**config.mk**
```make
export PLATFORM = sky130hd
export DESIGN_NAME = inst_encoder
export DESIGN_NICKNAME = d
export VERILOG_FILES = /design/src/rtl/inst_encoder.sv
export SDC_FILE = /design/constraint.sdc
export NUM_CORES = 1
export LEC_CHECK = 0
export CORE_MARGIN = 10
export CORE_UTILIZATION = 62
export CTS_BUF_LIST = sky130_fd_sc_hd__clkbuf_2
export DETAILED_ROUTE_END_ITERATION = 10
export DONT_BUFFER_PORTS = 1
export PLACE_DENSITY = 0.76
export SLEW_MARGIN = 20
export SYNTH_ARGS = -nofsm -noshare
export SYNTH_HDL_FRONTEND = slang
export SYNTH_SLANG_ARGS = --single-unit
```
**constraint.sdc**
```tcl
create_clock -name i_clk -period 3.75 [get_ports i_clk]
set_input_delay 0.1875 -clock i_clk [delete_from_list [all_inputs] [get_ports i_clk]]
set_output_delay 0.1875 -clock i_clk [all_outputs]
set_load 0.02 [all_outputs]
```
**src/rtl/inst_encoder.sv**
```systemverilog
// ============================================================================
// Module  : inst_encoder
// Brief   : Packs decoded RV32 fields into R/I/S/B instruction words and
//           buffers them in a small FIFO toward a valid/ready consumer.
//           Define INST_ENC_FP_EN to accept the FP opcodes (OP-FP, FLW, FSW).
// Revision: 1.0 - initial release
// ============================================================================
`default_nettype none

module inst_encoder #(
    parameter int DATA_WIDTH = 32,
    parameter int FIFO_DEPTH = 4,
    parameter int CNT_WIDTH  = 16
) (
    input  logic                  i_clk,
    input  logic                  i_rst,
    input  logic                  i_valid,
    output logic                  o_ready,
    input  logic [6:0]            i_opcode,
    input  logic [6:0]            i_func7,
    input  logic [2:0]            i_func3,
    input  logic [4:0]            i_rs1,
    input  logic [4:0]            i_rs2,
    input  logic [4:0]            i_rd,
    input  logic [12:0]           i_imm,
    output logic                  o_valid,
    input  logic                  i_ready,
    output logic [DATA_WIDTH-1:0] o_inst,
    output logic                  o_illegal,
    output logic [CNT_WIDTH-1:0]  o_enc_cnt
);

    localparam int               c_PTR_W = $clog2(FIFO_DEPTH);
    localparam logic [c_PTR_W:0] c_FULL  = (c_PTR_W + 1)'(FIFO_DEPTH);

    localparam logic [6:0] c_OP_R    = 7'b0110011;
    localparam logic [6:0] c_OP_FP   = 7'b1010011;
    localparam logic [6:0] c_OP_IMM  = 7'b0010011;
    localparam logic [6:0] c_OP_LOAD = 7'b0000011;
    localparam logic [6:0] c_OP_FLW  = 7'b0000111;
    localparam logic [6:0] c_OP_ST   = 7'b0100011;
    localparam logic [6:0] c_OP_FSW  = 7'b0100111;
    localparam logic [6:0] c_OP_BR   = 7'b1100011;

`ifdef INST_ENC_FP_EN
    localparam logic c_FP_EN = 1'b1;
`else
    localparam logic c_FP_EN = 1'b0;
`endif

    typedef enum logic [0:0] {
        IDLE = 1'b0,
        HAVE = 1'b1
    } state_t;

    state_t                  state_q, state_d;
    logic [DATA_WIDTH-1:0]   mem_q [FIFO_DEPTH];
    logic [DATA_WIDTH-1:0]   mem_d [FIFO_DEPTH];
    logic [c_PTR_W-1:0]      wr_ptr_q, wr_ptr_d;
    logic [c_PTR_W-1:0]      rd_ptr_q, rd_ptr_d;
    logic [c_PTR_W:0]        count_q, count_d;
    logic [CNT_WIDTH-1:0]    enc_cnt_q, enc_cnt_d;
    logic                    illegal_q, illegal_d;

    logic [DATA_WIDTH-1:0]   w_word;
    logic                    w_legal;
    logic                    w_empty;
    logic                    w_full;
    logic                    w_accept;
    logic                    w_push;
    logic                    w_pop;

    // Field packing; fields a format does not use never reach the word.
    always_comb begin
        w_word  = '0;
        w_legal = 1'b0;
        case (i_opcode)
            c_OP_R, c_OP_FP: begin
                w_legal = (i_opcode == c_OP_R) || c_FP_EN;
                w_word  = {i_func7, i_rs2, i_rs1, i_func3, i_rd, i_opcode};
            end
            c_OP_IMM, c_OP_LOAD, c_OP_FLW: begin
                w_legal = (i_opcode != c_OP_FLW) || c_FP_EN;
                w_word  = {i_imm[11:0], i_rs1, i_func3, i_rd, i_opcode};
            end
            c_OP_ST, c_OP_FSW: begin
                w_legal = (i_opcode == c_OP_ST) || c_FP_EN;
                w_word  = {i_imm[11:5], i_rs2, i_rs1, i_func3, i_imm[4:0], i_opcode};
            end
            c_OP_BR: begin
                // Branch offsets are halfword aligned; an odd offset is unencodable.
                w_legal = !i_imm[0];
                w_word  = {i_imm[12], i_imm[10:5], i_rs2, i_rs1, i_func3,
                           i_imm[4:1], i_imm[11], i_opcode};
            end
            default: begin
                w_legal = 1'b0;
                w_word  = '0;
            end
        endcase
    end

    assign w_empty  = (state_q == IDLE);
    assign w_full   = (count_q == c_FULL);
    assign w_accept = i_valid && !w_full;
    assign w_push   = w_accept && w_legal;
    assign w_pop    = !w_empty && i_ready;

    always_comb begin
        mem_d     = mem_q;
        wr_ptr_d  = wr_ptr_q;
        rd_ptr_d  = rd_ptr_q;
        count_d   = count_q;
        enc_cnt_d = enc_cnt_q;
        illegal_d = w_accept && !w_legal;
        if (w_push) begin
            mem_d[wr_ptr_q] = w_word;
            wr_ptr_d        = wr_ptr_q + 1'b1;
        end
        if (w_pop) begin
            rd_ptr_d  = rd_ptr_q + 1'b1;
            enc_cnt_d = enc_cnt_q + 1'b1;
        end
        case ({w_push, w_pop})
            2'b10:   count_d = count_q + 1'b1;
            2'b01:   count_d = count_q - 1'b1;
            default: count_d = count_q;
        endcase
        state_d = (count_d != '0) ? HAVE : IDLE;
    end

    always_ff @(posedge i_clk) begin
        if (i_rst) begin
            state_q   <= IDLE;
            mem_q     <= '{default: '0};
            wr_ptr_q  <= '0;
            rd_ptr_q  <= '0;
            count_q   <= '0;
            enc_cnt_q <= '0;
            illegal_q <= 1'b0;
        end else begin
            state_q   <= state_d;
            mem_q     <= mem_d;
            wr_ptr_q  <= wr_ptr_d;
            rd_ptr_q  <= rd_ptr_d;
            count_q   <= count_d;
            enc_cnt_q <= enc_cnt_d;
            illegal_q <= illegal_d;
        end
    end

    assign o_ready   = !w_full;
    assign o_valid   = !w_empty;
    assign o_inst    = w_empty ? '0 : mem_q[rd_ptr_q];
    assign o_illegal = illegal_q;
    assign o_enc_cnt = enc_cnt_q;

endmodule

`default_nettype wire

```
; ---- After elaboration in Yosys (flattened, before gate mapping)
; Cells that the tools add are included.
[totals]
latchBits = 0
mem_count = 0
romBits = 0
ff_bits = 153
output_inout_bits = 51
input_bits = 49
ramBits = 0
[classes]
bitwise_logic = 2
n_eq_ne = 12
shifts = 0
div_mod_pow = 0
reduce_logical = 12
muxes = 11
addsub = 5
multipliers = 0
order_cmp = 3
[ops]
columns = op, count
row1 = $bwmux W128, 1
row2 = $mux W32, 4
row3 = $pmux W32 S4, 1
row4 = $bmux W32 S2, 1
row5 = $demux W32 S2, 1
row6 = $eq A7 B6 Y1 const B, 3
row7 = $add A16 B1 Y16 const B, 1
row8 = $eq A7 B7 Y1 const B, 2
row9 = $eq A7 B2 Y1 const B, 1
row10 = $eq A7 B3 Y1 const B, 1
row11 = $eq A7 B5 Y1 const B, 1
row12 = $ne A7 B3 Y1 const B, 1
row13 = $ge A3 B3 Y1 const B, 2
row14 = $not A2 Y3, 2
row15 = $pmux W3 S2, 1
row16 = $logic_and A1 B1 Y1, 5
row17 = $add A2 B1 Y2 const B, 2
row18 = $pmux W1 S4, 1
row19 = $reduce_or A2 Y1, 2
row20 = $add A3 B1 Y3 const B, 1
row21 = $eq A3 B3 Y1 const B, 1
row22 = $logic_not A1 Y1, 3
row23 = $lt A3 B1 Y1 const B, 1
row24 = $reduce_bool A3 Y1, 1
row25 = other kinds (5), 5

; ---- Logic depth before layout (Yosys ltp)
[logic_depth]
ltp_word = 8
depth_mapped = 12
depth_no_buf = 10

; ---- Worst setup path before layout
; No wires, ideal clock.
[synth_path]
path_type = register to register
start = register count_q[0]
end = register state_q (netlist: o_valid)
stages_incl_launch_ff = 13
setup_ns = 0.127
required_ns = 3.623
n_path_buf = 2
setup_slack_ns = 1.081
t_arrival_ns = 2.542
path_cell_list = dfxtp_1 -> or3b_4 -> o2111a_2 -> inv_2 -> buf_6 -> buf_4 -> ha_1 -> inv_1 -> fa_1 -> xor2_1 -> o21ai_0 -> a21oi_1 -> or3_1
[synth_between]
elab_chain_cells = 8
elab_cells_between_ends = 11
cone_classes = add/sub (2) / eq/ne (3) / mux (2) / reduce/logical (4)
[synth_lines]
columns = element, line
row1 = from (decl), 61  ; logic [c_PTR_W:0] count_q, count_d;
row2 = from (signal assigned), 146  ; count_q <= count_d;
row3 = $eq A3 B3 Y1 (*), 104  ; assign w_full = (count_q == c_FULL);
row4 = $logic_not A1 Y1 (*), -
row5 = named net o_ready, 18  ; output logic o_ready,
row6 = $logic_and A1 B1 Y1 (*), 105  ; assign w_accept = i_valid && !w_full;
row7 = $logic_and A1 B1 Y1 (*), 106  ; assign w_push = w_accept && w_legal;
row8 = $eq A2 B1 Y1 or $eq A2 B2 Y1 (tied branches), 124  ; case ({w_push, w_pop})
row9 = $pmux W3 S2 (*), 124
row10 = $reduce_bool A3 Y1 (*), 129  ; state_d = (count_d != '0) ? HAVE : IDLE;
row11 = $mux W1 (*), 129
row12 = to (signal assigned), 142  ; state_q <= state_d;
row13 = to (decl), 56  ; state_t state_q, state_d;
; Mark *: on every way through the listed nets, which the timed path passes. The rest lies on a longest branch.
; A chain may end at the register's enable or synchronous reset.

; ---- Worst setup path in the final report
[layout_path]
start = input port i_opcode[4]
end = register mem_q[127] in the netlist's numbering
[layout_between]
elab_chain_cells = 4
elab_cells_between_ends = 16
cone_classes = eq/ne (9) / mux (3) / reduce/logical (4)
[layout_lines]
columns = element, line
row1 = from (decl), 19  ; input logic [6:0] i_opcode,
row2 = $eq A7 B5 Y1 (tied with other cells), 77  ; case (i_opcode)
row3 = $reduce_or A3 Y1 or $reduce_or A2 Y1 (tied branches), 77
row4 = $pmux W32 S4 or $pmux W1 S4 (tied branches), 77
row5 = $bwmux W128 or $logic_and A1 B1 Y1 (tied branches), "117, 106"
row6 = to (signal assigned), 143  ; mem_q <= mem_d;
row7 = to (decl), 57  ; logic [DATA_WIDTH-1:0] mem_q [FIFO_DEPTH];
; Several ways; a longest one is shown, not always the timed one.

==> summary.txt <==
Worst hold path
  • Startpoint of the tightest hold check path: i_rd[2]
  • Capture endpoint of the worst hold path: mem_q[73]$_SDFFE_PP0P_
  • Min-Delay Path Depth: 4
  • Min-Delay Path Class: in -> reg

Clock tree
  • Clock latency on the worst-skew pair: 0.68 ns
  • TritonCTS clock tree: yes
  • Number of buffers added to fix hold violations after cts: 48
  • CTS resizes: 0
  • Post-CTS setup repair buffer count: 0
  • Maximum clock path buffer count: 2
  • Reg clk slew, reported paths: 0.20 ns
  • Number of sinks on the clock net: 153
  • Number of clock buffers inserted by TritonCTS: 17
  • Clk Tree Root Cell: sky130_fd_sc_hd__clkbuf_2
  • Number of levels the H-tree was split into: 4

Detailed routing
  • Remaining antenna violation count after routing: 0
  • Count of routing violations after the opening detailed-route iteration: 896
  • Wire length after detailed routing: 19830 um
  • Via count: 6342
  • Average via count per standard cell: 6.662
  • Count of unresolved DRC violations after routing: 0
  • DR WL/cell: 20.83 um
  • Detailed-router iteration count before antenna repair: 5

STA
  • Hold slack: 0.04203 ns
  • Final worst path period need: 2.860 ns
  • Final critical-path share of the clock period: 76.28%
  • Largest clock skew in the final design: 0.03042 ns
  • Setup repair after global routing missed its margin: no
  • Count of final max-slew check failures: 0
  • Total of endpoints with negative setup slack in the final report: 0
  • Peak clock frequency supported by timing: 0.3496 GHz
  • Worst Tran Pin Value: 1.001 ns
  • Final setup TNS: 0 ns
  • Max-slew headroom: 33.18%
  • Final Hold Vio Count: 0

Setup path
  • Endpoint kind of the worst setup timing path: flip-flop
  • Worst setup slack for register-to-register paths: 0.95 ns
  • Worst path arrival time: 3.45 ns
  • R2R cell count: 7
  • Critical Path Max Stage Delay: 0.78 ns
  • Crit-path slowest cell: sky130_fd_sc_hd__nor2_2
  • CP Data Required Time: 4.34 ns
  • Sort of element at the start of the critical path: input port
  • Capturing point of the worst reg2reg path: mem_q[127]$_SDFFE_PP0P_
  • Most common cell type on the critical path: sky130_fd_sc_hd__dlygate4sd3_1
  • Critical register-to-register path startpoint: count_q[2]$_SDFF_PP0_
  • Kind of critical path: in -> reg
  • Origin of the worst setup path: i_opcode[4]
  • Critical-path maximum fanout: 50
  • Crit-path cells: dlygate4sd3_1 -> nor3b_1 -> o2111a_2 -> inv_2 -> buf_4 -> nor2_2 -> o32ai_1 -> dlygate4sd3_1

Placement
  • Routability congestion estimate from global placement: 0.7872
  • Total half-perimeter wirelength after legalization and detailed placement: 11910 um
  • Number of I/O port buffers: 0

Synth
  • Count leader, synth: sky130_fd_sc_hd__dfxtp_1
  • Post-synth top flop: sky130_fd_sc_hd__dfxtp_1
  • Top cell type's share of synthesized area: 41.23%
  • Synthesized net count: 856
  • Mapped Avg Cell Area: 9.287 um^2
  • Yosys warns: 0
  • Async set-or-reset flop fraction in the synthesized netlist: 0%
  • Post-synthesis instance total: 800
  • Biggest area contributors in the synthesized netlist: sky130_fd_sc_hd__dfxtp_1 41%, sky130_fd_sc_hd__mux4_2 9.7%, sky130_fd_sc_hd__a21oi_1 9.3%
  • Post-synth top cells: 153 x sky130_fd_sc_hd__dfxtp_1, 138 x sky130_fd_sc_hd__a21oi_1, 60 x sky130_fd_sc_hd__a211oi_1
  • Cell area after synthesis: 7430 um^2
  • Cell taking the most area after synthesis: sky130_fd_sc_hd__dfxtp_1
  • Number of distinct library cells after synthesis: 53
  • Sequential share of the synthesized area: 41.23%
  • Synthesis-stage register bit count: 153
  • Number of enable-type register cells in the synthesized netlist: 0

Die
  • Row Count: 39
  • IO Count: 100
  • Effective utilization at floorplan: 64.24%
  • Core Region: 11560 um^2
  • Die Y: 129.5 um
  • Die width: 129.5 um
  • Die ar.: 16760 um^2

GRT
  • Global-route wire length before repair: 32220 um
  • GRT Overall Usage: 23.64%
  • Initial antenna violation count: 0
  • Maximum number of pins on one net before global-route repair: 155
  • Overflow left after global routing: 0
  • Vias in the first global route: 6288

Pwr
  • Static power due to leakage: 0.002576 uW
  • Worst vdd rail ir drop: 429.2 uV
  • Areal power density over the cells: 358.5 nW/um^2

Layout
  • Layout cell share with drive strength beyond 1: 10.51%
  • Ant diodes: 0
  • Area growth from synthesis to layout: 8.471%
  • NumNets Final: 854

Outcome
  • Outcome: finished, final reports clean

Run
  • Number of max-cap violations: 0
## registers in the layout, summed over array words and instances (netlist names)
register   flops
o_valid        1
o_enc_cnt     16
rd_ptr_q       2
count_q        3
mem_q        128
wr_ptr_q       2
o_illegal      1
## report_power, final
part | internal (uW) | switching, uW | leakage [uW]
combinational | 86.5 | 115 | 0.00118
sequential | 1630 | 8.34 | 0.00123
clock | 494 | 550 | 0.000162
## worst max path at each step
stage | endpoint | slack, ns | cells past startpoint
2_1_floorplan | o_valid$_SDFF_PP0_ | 1.08 | 12
3_3_place_gp | o_valid$_SDFF_PP0_ | 1.35 | 10
3_5_place_dp | o_valid$_SDFF_PP0_ | 1.24 | 10
4_1_cts | o_inst[9] | 0.99 | 3
5_1_grt | mem_q[127]$_SDFFE_PP0P_ | 0.80 | 8
6_report | mem_q[127]$_SDFFE_PP0P_ | 0.89 | 8
## routing by layer
metal	track usage [%]	vias to the layer above	routed length, um
li1	-	2965	-
met1	29.06	3120	8069
met2	40.10	233	10070
met3	6.036	24	1400
met4	7.143	0	291
met5	0	-	0
## cell type report
type	instances	area [um^2]
multi-input cells	546	3881
fillers	929	3506
flip-flops and latches	153	3065
repair buffers	58	576.8
clock inverters	11	178.9
well taps	143	178.9
clock buffers	19	95.09
inverters	22	82.58
## kinds of logic (layout without fill, tap and decap cells)
| logic type | Yosys count | count (layout) | synth area share, % |
|---|---|---|---|
| DFF | 153 | 153 | 41.23 |
| xor gates and xnor gates | 15 | 15 | 1.768 |
| muxes | 39 | 39 | 10.66 |
| adders and majority gates | 8 | 8 | 1.415 |
| buffers and inverters | 101 | 110 | 6.534 |
| and+or+nand+nor | 206 | 206 | 16.17 |
| AOI/OAI and AO/OA | 278 | 278 | 22.23 |
## worst max-delay path: cells and delay by family
family	cells	cell delay, ns
buf+inv	4	1.58
compound gates	2	0.43
simple gates	2	1.25
## cell usage in the layout (no fill, tap or decap), drive strengths merged, types with 3 or more instances in the layout
master       synthesis  routed
a2111oi              6       6
a211oi              60      60
a21oi              138     138
a2bb2oi              6       6
and2                34      34
and3                 4       4
and4b               14      14
buf                 36      11
bufinv               0       5
clkbuf              43      19
clkinv               0       5
dfxtp              153     153
dlygate4sd3          0      47
ha                   6       6
inv                 22      22
mux2i                6       6
mux4                32      32
nand2               18      18
nand2b               6       6
nand3               52      52
nand4                7       7
nor2                36      36
nor3                 3       3
nor3b               16      16
o21ai               48      48
o22ai                4       4
o32ai                9       9
or3                  4       4
xnor2                4       4
xor2                11      11
## stage by stage
| step | setup slack (ns) | cells | instance area, um^2 | util, % | total power (uW) |
|---|---|---|---|---|---|
| after floorplan | 1.081 | 800 | 7430 | - | 1803 |
| after global placement | 1.354 | 874 | 7283 | 62.98 | 1789 |
| after detailed placement | 1.235 | 874 | 7283 | 62.98 | 1794 |
| after CTS | 0.9850 | 952 | 8055 | 69.65 | 2900 |
| after global routing | 0.7961 | 952 | 8059 | 69.69 | 2992 |
| final | 0.8896 | 952 | 8059 | 69.69 | 2889 |
(Power assumes the default switching activity.)
